<file path="src/rtl/mem_access_stage.sv">
// rtl/mem_access_stage.sv - pipeline stage 4: data loads/stores on memory port B
//
// Purpose: takes the execute-stage bundle, issues at most one load or store on
// port B with a request/response handshake, aligns and extends load data, and
// forwards the bundle to writeback. Upstream is held while an access is in flight.
//
// Ports:
//   clk, reset            clock, synchronous active-high reset
//   regs_in / regs_out    stage bundle from execute / registered bundle to writeback
//   mdr_out               registered aligned/extended load data (0 for non-loads)
//   misaligned_out        registered flag: regs_out instruction was a misaligned access
//   stall_in / stall_out  downstream back-pressure / upstream hold
//   mem_*_b               port B request (address, read, write, byte enables, wdata)
//                         and response (rdata, single-cycle resp pulse)

package mem_access_stage_pkg;
    localparam int XLEN = 32;

    typedef struct packed {
        logic read_b;
        logic write;
        logic reg_we;
    } ctrl_t;

    typedef struct packed {
        logic            valid;
        ctrl_t           ctrl;
        logic [2:0]      funct3;
        logic [4:0]      rd;
        logic [XLEN-1:0] pc;
        logic [XLEN-1:0] alu;
        logic [XLEN-1:0] rs2;
    } stage_regs;
endpackage

module mem_access_stage
    import mem_access_stage_pkg::*;
#(
    parameter int width = XLEN
) (
    input  logic             clk,
    input  logic             reset,
    input  stage_regs        regs_in,
    output stage_regs        regs_out,
    output logic [width-1:0] mdr_out,
    output logic             misaligned_out,
    input  logic             stall_in,
    output logic             stall_out,
    output logic [width-1:0] mem_address_b,
    output logic             mem_read_b,
    output logic             mem_write_b,
    output logic [3:0]       mem_byte_enable_b,
    output logic [width-1:0] mem_wdata_b,
    input  logic [width-1:0] mem_rdata_b,
    input  logic             mem_resp_b
);

    localparam logic [1:0] IDLE     = 2'd0;
    localparam logic [1:0] ACCESS   = 2'd1;
    localparam logic [1:0] COMPLETE = 2'd2;

    logic [1:0]       r_state;
    stage_regs        r_regs;
    stage_regs        r_regs_out;
    logic [width-1:0] r_mdr_out;
    logic             r_misaligned_out;
    logic [width-1:0] r_load_data;
    logic [width-1:0] r_addr;
    logic [3:0]       r_be;
    logic [width-1:0] r_wdata;
    logic             r_is_read;
    logic             r_is_write;
    logic [1:0]       r_off;

    logic [1:0]       w_off;
    logic             w_is_mem;
    logic             w_misaligned;
    logic             w_issue;
    logic [3:0]       w_be;
    logic [width-1:0] w_wdata;
    logic [width-1:0] w_shifted;
    logic [width-1:0] w_load;

    // Decode of the incoming instruction; funct3[1:0] selects the access size.
    always_comb begin
        w_off        = regs_in.alu[1:0];
        w_is_mem     = regs_in.valid && (regs_in.ctrl.read_b || regs_in.ctrl.write);
        w_be         = 4'b1111;
        w_wdata      = regs_in.rs2;
        w_misaligned = 1'b0;
        case (regs_in.funct3[1:0])
            2'b00: begin
                w_be    = 4'b0001 << w_off;
                w_wdata = {4{regs_in.rs2[7:0]}};
            end
            2'b01: begin
                w_be         = 4'b0011 << w_off;
                w_wdata      = {2{regs_in.rs2[15:0]}};
                w_misaligned = w_off[0];
            end
            default: begin
                w_misaligned = (w_off != 2'b00);
            end
        endcase
        w_issue = (r_state == IDLE) && w_is_mem && !w_misaligned;
    end

    // Load alignment: shift the addressed lane down to bit 0, then extend.
    // Word accesses are always aligned here, so the shift is a no-op for them.
    always_comb begin
        w_shifted = mem_rdata_b >> {r_off, 3'b000};
        case (r_regs.funct3)
            3'b000:  w_load = {{(width-8){w_shifted[7]}}, w_shifted[7:0]};
            3'b100:  w_load = {{(width-8){1'b0}}, w_shifted[7:0]};
            3'b001:  w_load = {{(width-16){w_shifted[15]}}, w_shifted[15:0]};
            3'b101:  w_load = {{(width-16){1'b0}}, w_shifted[15:0]};
            default: w_load = w_shifted;
        endcase
    end

    always_comb begin
        case (r_state)
            IDLE:     stall_out = w_issue ? 1'b1 : stall_in;
            ACCESS:   stall_out = 1'b1;
            default:  stall_out = stall_in;
        endcase
    end

    always_ff @(posedge clk) begin
        if (reset) begin
            r_state          <= IDLE;
            r_regs           <= '0;
            r_regs_out       <= '0;
            r_mdr_out        <= '0;
            r_misaligned_out <= 1'b0;
            r_load_data      <= '0;
            r_addr           <= '0;
            r_be             <= '0;
            r_wdata          <= '0;
            r_is_read        <= 1'b0;
            r_is_write       <= 1'b0;
            r_off            <= '0;
        end else begin
            case (r_state)
                IDLE: begin
                    if (w_issue) begin
                        // Issue ignores stall_in: the result is held in COMPLETE instead.
                        r_regs     <= regs_in;
                        r_addr     <= {regs_in.alu[width-1:2], 2'b00};
                        r_be       <= w_be;
                        r_wdata    <= w_wdata;
                        r_is_write <= regs_in.ctrl.write;
                        r_is_read  <= regs_in.ctrl.read_b && !regs_in.ctrl.write;
                        r_off      <= w_off;
                        r_state    <= ACCESS;
                    end else if (!stall_in) begin
                        // Only a misaligned mem op reaches here with w_is_mem set.
                        r_regs_out       <= regs_in;
                        r_mdr_out        <= '0;
                        r_misaligned_out <= w_is_mem;
                    end
                end
                ACCESS: begin
                    if (mem_resp_b) begin
                        r_load_data <= r_is_read ? w_load : '0;
                        r_state     <= COMPLETE;
                    end
                end
                COMPLETE: begin
                    if (!stall_in) begin
                        r_regs_out       <= r_regs;
                        r_mdr_out        <= r_load_data;
                        r_misaligned_out <= 1'b0;
                        r_state          <= IDLE;
                    end
                end
                default: r_state <= IDLE;
            endcase
        end
    end

    assign regs_out          = r_regs_out;
    assign mdr_out           = r_mdr_out;
    assign misaligned_out    = r_misaligned_out;
    assign mem_address_b     = r_addr;
    assign mem_wdata_b       = r_wdata;
    assign mem_read_b        = (r_state == ACCESS) && r_is_read;
    assign mem_write_b       = (r_state == ACCESS) && r_is_write;
    assign mem_byte_enable_b = ((r_state == ACCESS) && r_is_write) ? r_be : 4'b0000;

endmodule

</file>
<file path="config.mk">
export PLATFORM = sky130hd
export DESIGN_NAME = mem_access_stage
export DESIGN_NICKNAME = d
export VERILOG_FILES = /design/src/rtl/mem_access_stage.sv
export SDC_FILE = /design/constraint.sdc
export NUM_CORES = 1
export LEC_CHECK = 0
export ABC_AREA = 0
export CORE_UTILIZATION = 52
export CTS_CLUSTER_SIZE = 8
export DETAILED_ROUTE_END_ITERATION = 16
export GPL_TIMING_DRIVEN = 0
export PLACE_DENSITY_LB_ADDON = 0.2
export SLEW_MARGIN = 20
export SYNTH_ARGS = -nofsm -noshare
export SYNTH_HDL_FRONTEND = slang
export SYNTH_SLANG_ARGS = --single-unit
export TNS_END_PERCENT = 30
</file>
<file path="constraint.sdc">
create_clock -name clk -period 2.76 [get_ports clk]
set_input_delay 0.69 -clock clk [delete_from_list [all_inputs] [get_ports clk]]
set_output_delay 0.69 -clock clk [all_outputs]
set_load 0.02 [all_outputs]
</file>
# After elaboration in Yosys (flattened, before gate mapping)
# Index checks and enable logic that the tools add are counted.
[word_totals]
ff_bits = 352
word_cells = 83
[classes]
n_eq_ne = 11
shifts = 3
muxes = 24
reduce_logical = 18
[ops]
columns = ["cell", "count"]
rows = [
  ["108-bit two-way mux", 3],
  ["108-bit one-hot mux with 2 select lines", 1],
  ["32-bit two-way mux", 4],
  ["32-bit one-hot mux with 2 select lines", 2],
  ["32-bit one-hot mux with 4 select lines", 1],
  ["32-bit by 5-bit right shift with 32-bit output", 1],
  ["2-bit != test (second input constant)", 5],
  ["4-bit one-hot mux with 2 select lines", 1],
  ["3-bit equality test (second input constant)", 2],
  ["1-bit logical AND", 6],
  ["2-bit two-way mux", 3],
  ["1-bit one-hot mux with 2 select lines", 3],
  ["2-bit one-hot mux with 3 select lines", 1],
  ["2-bit by 1-bit equality test with 1-bit output (second input constant)", 2],
  ["2-bit logical NOT", 2],
  ["1-bit two-way mux", 4],
  ["4-bit two-way mux", 1],
  ["2-bit AND reduction", 2],
  ["4-bit AND reduction", 1],
  ["2-bit nonzero test", 2],
  ["1-bit by 2-bit left shift with 4-bit output (first input constant)", 1],
  ["2-bit by 2-bit left shift with 4-bit output (first input constant)", 1],
  ["3-bit by 1-bit equality test with 1-bit output (second input constant)", 1],
  ["3-bit logical NOT", 1],
  ["other kinds (4)", 5],
]

# Logic depth before layout (Yosys ltp)
[depth]
word_depth = 6
depth_mapped = 8

# Worst setup path after synthesis
# Ideal clock, no wire load.
[synth_timing]
path_type = "input to output"
from = "input regs_in[102] (netlist name)"
to = "output stall_out"
arrival_time_ns = 1.518
required_ns = 2.070
setup_slack_ns = 0.552
path_stages = 4
path_cell_list = "buf_2 o21ai_0 a41oi_1 o21bai_1"
[synth_via]
elab_chain_cells = 6
word_cells_on_any_way = 7
cone_classes = "eq/ne: 1; mux: 3; reduce/logical: 3"
[synth_rtl]
columns = ["element", "line", "source"]
rows = [
  ["start: declaration", "43", "input stage_regs regs_in,"],
  ["2-bit by 1-bit equality test with 1-bit output / 2-bit logical NOT (equally long branches)", "91", "case (regs_in.funct3[1:0])"],
  ["1-bit one-hot mux with 2 select lines (*)", "91", ""],
  ["1-bit logical NOT (*)", "105", "w_issue = (r_state == IDLE) && w_is_mem && !w_misaligned;"],
  ["1-bit logical AND (*)", "105", ""],
  ["1-bit two-way mux (*)", "123", "IDLE: stall_out = w_issue ? 1'b1 : stall_in;"],
  ["1-bit one-hot mux with 2 select lines (*)", "122", "case (r_state)"],
  ["end: declaration", "48", "output logic stall_out,"],
]
# Every way passes the cells marked *; elsewhere a longest branch is shown, timed or not.

# Final worst setup path
[layout_timing]
from = "input regs_in[101] (netlist name)"
to = "output stall_out"
# Same word-level chain as after synthesis.

==> results.txt <==
The run finished with clean final reports. The run gives 29710 um as the placed wire-length estimate. The critical path goes through clkdlybuf4s50_1 -> o21ai_0 -> a41oi_2 -> o21bai_1 -> buf_2. For the pin with the worst max-slew slack, the measured transition is 0.7998 ns.

The analysis attributes to cell leakage a power of 0.007526 uW. The logs give 1860 for the filler cell count in the final layout and 0 for the final-report max-slew violation count. Yosys printed 0 warnings.

For this run, the post-layout net count is 1960. The largest fanout of any net on the critical path is 4, and the filler-free cell count of the finished design is 2142. The run gives 0 as the quantity of hold-fixing buffers added after cts. TritonCTS built the clock tree. Cell type contributing the most total cell area after synthesis: sky130_fd_sc_hd__dfxtp_1. Hold timing on the final database bottoms out at a slack of 0.4513 ns. The number of hold-slack violations in the final timing report is 0, and the TritonCTS buffer count is 44.

The tools report the max capacitance violation total as 0. Dividing the synthesized area by the synthesized cell count gives 9.120 um^2. At the later pin of the worst-skew pair, clock insertion delay measures 0.52 ns.

The worst path in the final design needs a cycle of 2.699 ns, including I/O delays and setup. Total wirelength of the detailed-routed design: 41610 um. Detailed routing inserted a total of 12130 vias. After technology mapping, the gate count stands at 1418. In this run the tool buffered the top-level ports with 351 buffer cells.

The part of the Yosys area used for sequential elements is 48.30%, and the highest achievable clock rate is 370.5 MHz. The worst clock skew on the final layout is 0.007731 ns, and the number of distinct library cells after synthesis is 48. The worst slew margin relative to its limit came out at 46.68%.

The average wire length per cell after detail routing was 19.42 um; the total power draw was 11580 uW. Global routing consumed, over all layers together, 31.59% of the routing resources. For this run, the leading register cell type out of synthesis is sky130_fd_sc_hd__dfxtp_1. The post-detailed-route count of antenna-violating nets came out at 0.

After floorplanning, the core was sized to cover 24390 um^2. The area growth from synthesis to final layout works out to 39.10%. The starting density of the core was 53.02%. The die is 159.7 um wide.

After synthesis the cells add up to 12930 um^2. The pin count of the biggest net entering global routing is 11. The setup path with the least slack is of type input port to primary output. The core utilization of the finished layout is 73.75%, and the via count of the first global-routing pass is 11820. The post-detailed-route via-to-cell ratio was 5.664; the maximum count of clock buffers along a single path was 3. Share of async-settable or async-resettable flops after synthesis: 0%. By count the netlist is led by sky130_fd_sc_hd__dfxtp_1, sky130_fd_sc_hd__nand2_1, sky130_fd_sc_hd__nor2_1. For the initial antenna violation count, the log shows 3. CTS placed an instance of sky130_fd_sc_hd__clkbuf_16 at the clock tree root.

Clock-pin slew was measured on the worst setup and hold paths at 0.05 ns. Summed over all layers, the global routing overflow is 0. The path class of the tightest hold or removal check is register to register.

The most frequently used cell type in the post-synthesis netlist is sky130_fd_sc_hd__dfxtp_1. The run gives 0 as the number of design rule violations left after detail routing. The congestion estimate from routability-driven global placement came to 0.8783. STA classifies the critical path startpoint as an input port.

From bottom edge to top edge, the die measures 159.7 um. Counting cells, the worst reg-to-reg path comes to 5. The first routing iteration left 787 violations. Yosys attributes the largest share of cell area to sky130_fd_sc_hd__dfxtp_1, sky130_fd_sc_hd__mux2i_1, sky130_fd_sc_hd__nand2_1, sky130_fd_sc_hd__a211oi_1, sky130_fd_sc_hd__a21oi_1.

Yosys mapped a number of flops with a built-in enable equal to 0. 356 I/O pins were placed. The flop and latch count out of synthesis was 312; the power density over the cells was 643.7 nW/um^2. The worst hold path passes through 2 cells. Sort of element at the end of the critical path: a primary output. The tools report the detailed-router iteration count before antenna repair as 5. The run gives 2.07 ns as the endpoint required time on the critical path.

The share of final-layout standard cells stronger than drive strength 1 came out at 10.69%. CTS built an H-tree with a depth of 2. The TritonCTS sink count was 312; the area share of the largest cell type after synthesis was 48.30%.

The number of rows created at floorplan was 57; the delay contributed by the slowest stage of the critical path was 0.45 ns. The largest vdd supply drop was 413.9 uV. The portion of the clock cycle consumed by the worst path in the final layout works out to 97.78%.

Slowest library cell on the worst path: sky130_fd_sc_hd__clkdlybuf4s50_1. The first global-routing pass estimated 63910 um of wire. The die covers 25500 um^2.

The number of placed instances, taps included, is 2094. Setup violations remaining at the end of the flow were counted as 0. For the worst path arrival time, the log shows 2.01 ns.
==> routing by layer <==
metal / up-vias / GRT usage [%] / share of wire, %
li1: 5719 / - / -
met1: 5802 / 38.25 / 40
met2: 502 / 53.26 / 47
met3: 110 / 7.922 / 8.2
met4: 0 / 13.37 / 3.9
met5: - / 0 / 0
==> cell usage in the layout, fill, tap and decap left out, types with 3 or more instances in the layout <==
cell / count
sky130_fd_sc_hd__clkdlybuf4s50_1: 343
sky130_fd_sc_hd__dfxtp_1: 312
sky130_fd_sc_hd__nand2_1: 249
sky130_fd_sc_hd__nor2_1: 144
sky130_fd_sc_hd__mux2i_1: 132
sky130_fd_sc_hd__a21oi_1: 129
sky130_fd_sc_hd__a211oi_1: 105
sky130_fd_sc_hd__buf_2: 65
sky130_fd_sc_hd__clkbuf_16: 45
sky130_fd_sc_hd__buf_4: 44
sky130_fd_sc_hd__clkbuf_1: 43
sky130_fd_sc_hd__a22o_1: 39
sky130_fd_sc_hd__o21ai_0: 17
sky130_fd_sc_hd__a221o_1: 16
sky130_fd_sc_hd__mux2_2: 11
sky130_fd_sc_hd__a211oi_2: 11
sky130_fd_sc_hd__nor3_1: 10
sky130_fd_sc_hd__buf_6: 9
sky130_fd_sc_hd__o211ai_1: 8
sky130_fd_sc_hd__a311oi_1: 8
sky130_fd_sc_hd__nor2b_1: 7
sky130_fd_sc_hd__a211o_1: 7
sky130_fd_sc_hd__a32oi_1: 7
sky130_fd_sc_hd__dlygate4sd2_1: 6
sky130_fd_sc_hd__inv_1: 5
sky130_fd_sc_hd__and2b_1: 5
sky130_fd_sc_hd__and3_1: 4
sky130_fd_sc_hd__diode_2: 3
sky130_fd_sc_hd__and2_1: 3
==> cell type report <==
class / count / area, um^2 / share of cell area (%)
diodes: 3 / 7.507 / 0.04173
plain buffers: 164 / 930.9 / 5.175
clock buffers: 45 / 1126 / 6.260
inverters: 5 / 18.77 / 0.1043
multi-input cells: 938 / 5751 / 31.97
flip-flops and latches: 312 / 6246 / 34.72
well taps: 324 / 405.4 / 2.254
repair buffers: 351 / 3503 / 19.48
==> path summary, 6_finish.rpt <==
path	startpoint	end	slack, ns
worst max-delay path	regs_in[101]	stall_out	0.06
worst min-delay path	r_regs[98]	r_regs[98]	0.45
worst max register to register	r_regs[32]	regs_out[32]	0.55
worst min register to register	r_regs[98]	r_regs[98]	0.45
==> kinds of logic (layout without fill, tap and decap cells) <==
family          count (synthesis)  in the layout  share of synthesized area (%)
mux                           144            144                          11.35
simple gates                  434            434                          13.51
other cells                     1              5                        0.02900
flops                         312            312                          48.30
xor+xnor                        1              1                        0.06774
buf+inv                       169            565                          7.324
compound gates                357            357                          19.43
==> stage by stage <==
stage / setup TNS, ns / setup WS (ns) / instance area, um^2
floorplan: 0 / 0.5515 / 12940
global placement: -5.468 / -0.4920 / 16850
detailed placement: -7.644 / -0.4897 / 16850
CTS: -0.06402 / -0.06402 / 17980
global route: -0.01794 / -0.01794 / 17990
finish: 0 / 0.06127 / 17990
==> flip-flops by register name (all words and copies together) (netlist names) <==
name / flops
mdr_out: 32
mem_wdata_b: 24
misaligned_out: 1
r_be: 4
r_is_read: 1
r_is_write: 1
r_load_data: 32
r_regs: 107
r_state: 2
regs_out: 108
==> timing repair <==
action                                  4_1_cts  5_1_grt
endpoints found under the setup margin        7        1
setup buffers                                 0        0
resized for setup                            11        5
==> critical path, delay by kind of cell <==
kind	cells	cell delay, ns
buf+inv	2	0.67
compound gates	3	0.65
==> report_power, final <==
group / switching [uW] / internal [uW]
combinational: 1100 / 906
clock: 1790 / 2830
sequential: 160 / 4780
total: 3060 / 8520
Note: power is estimated with default switching activity, not from simulation.
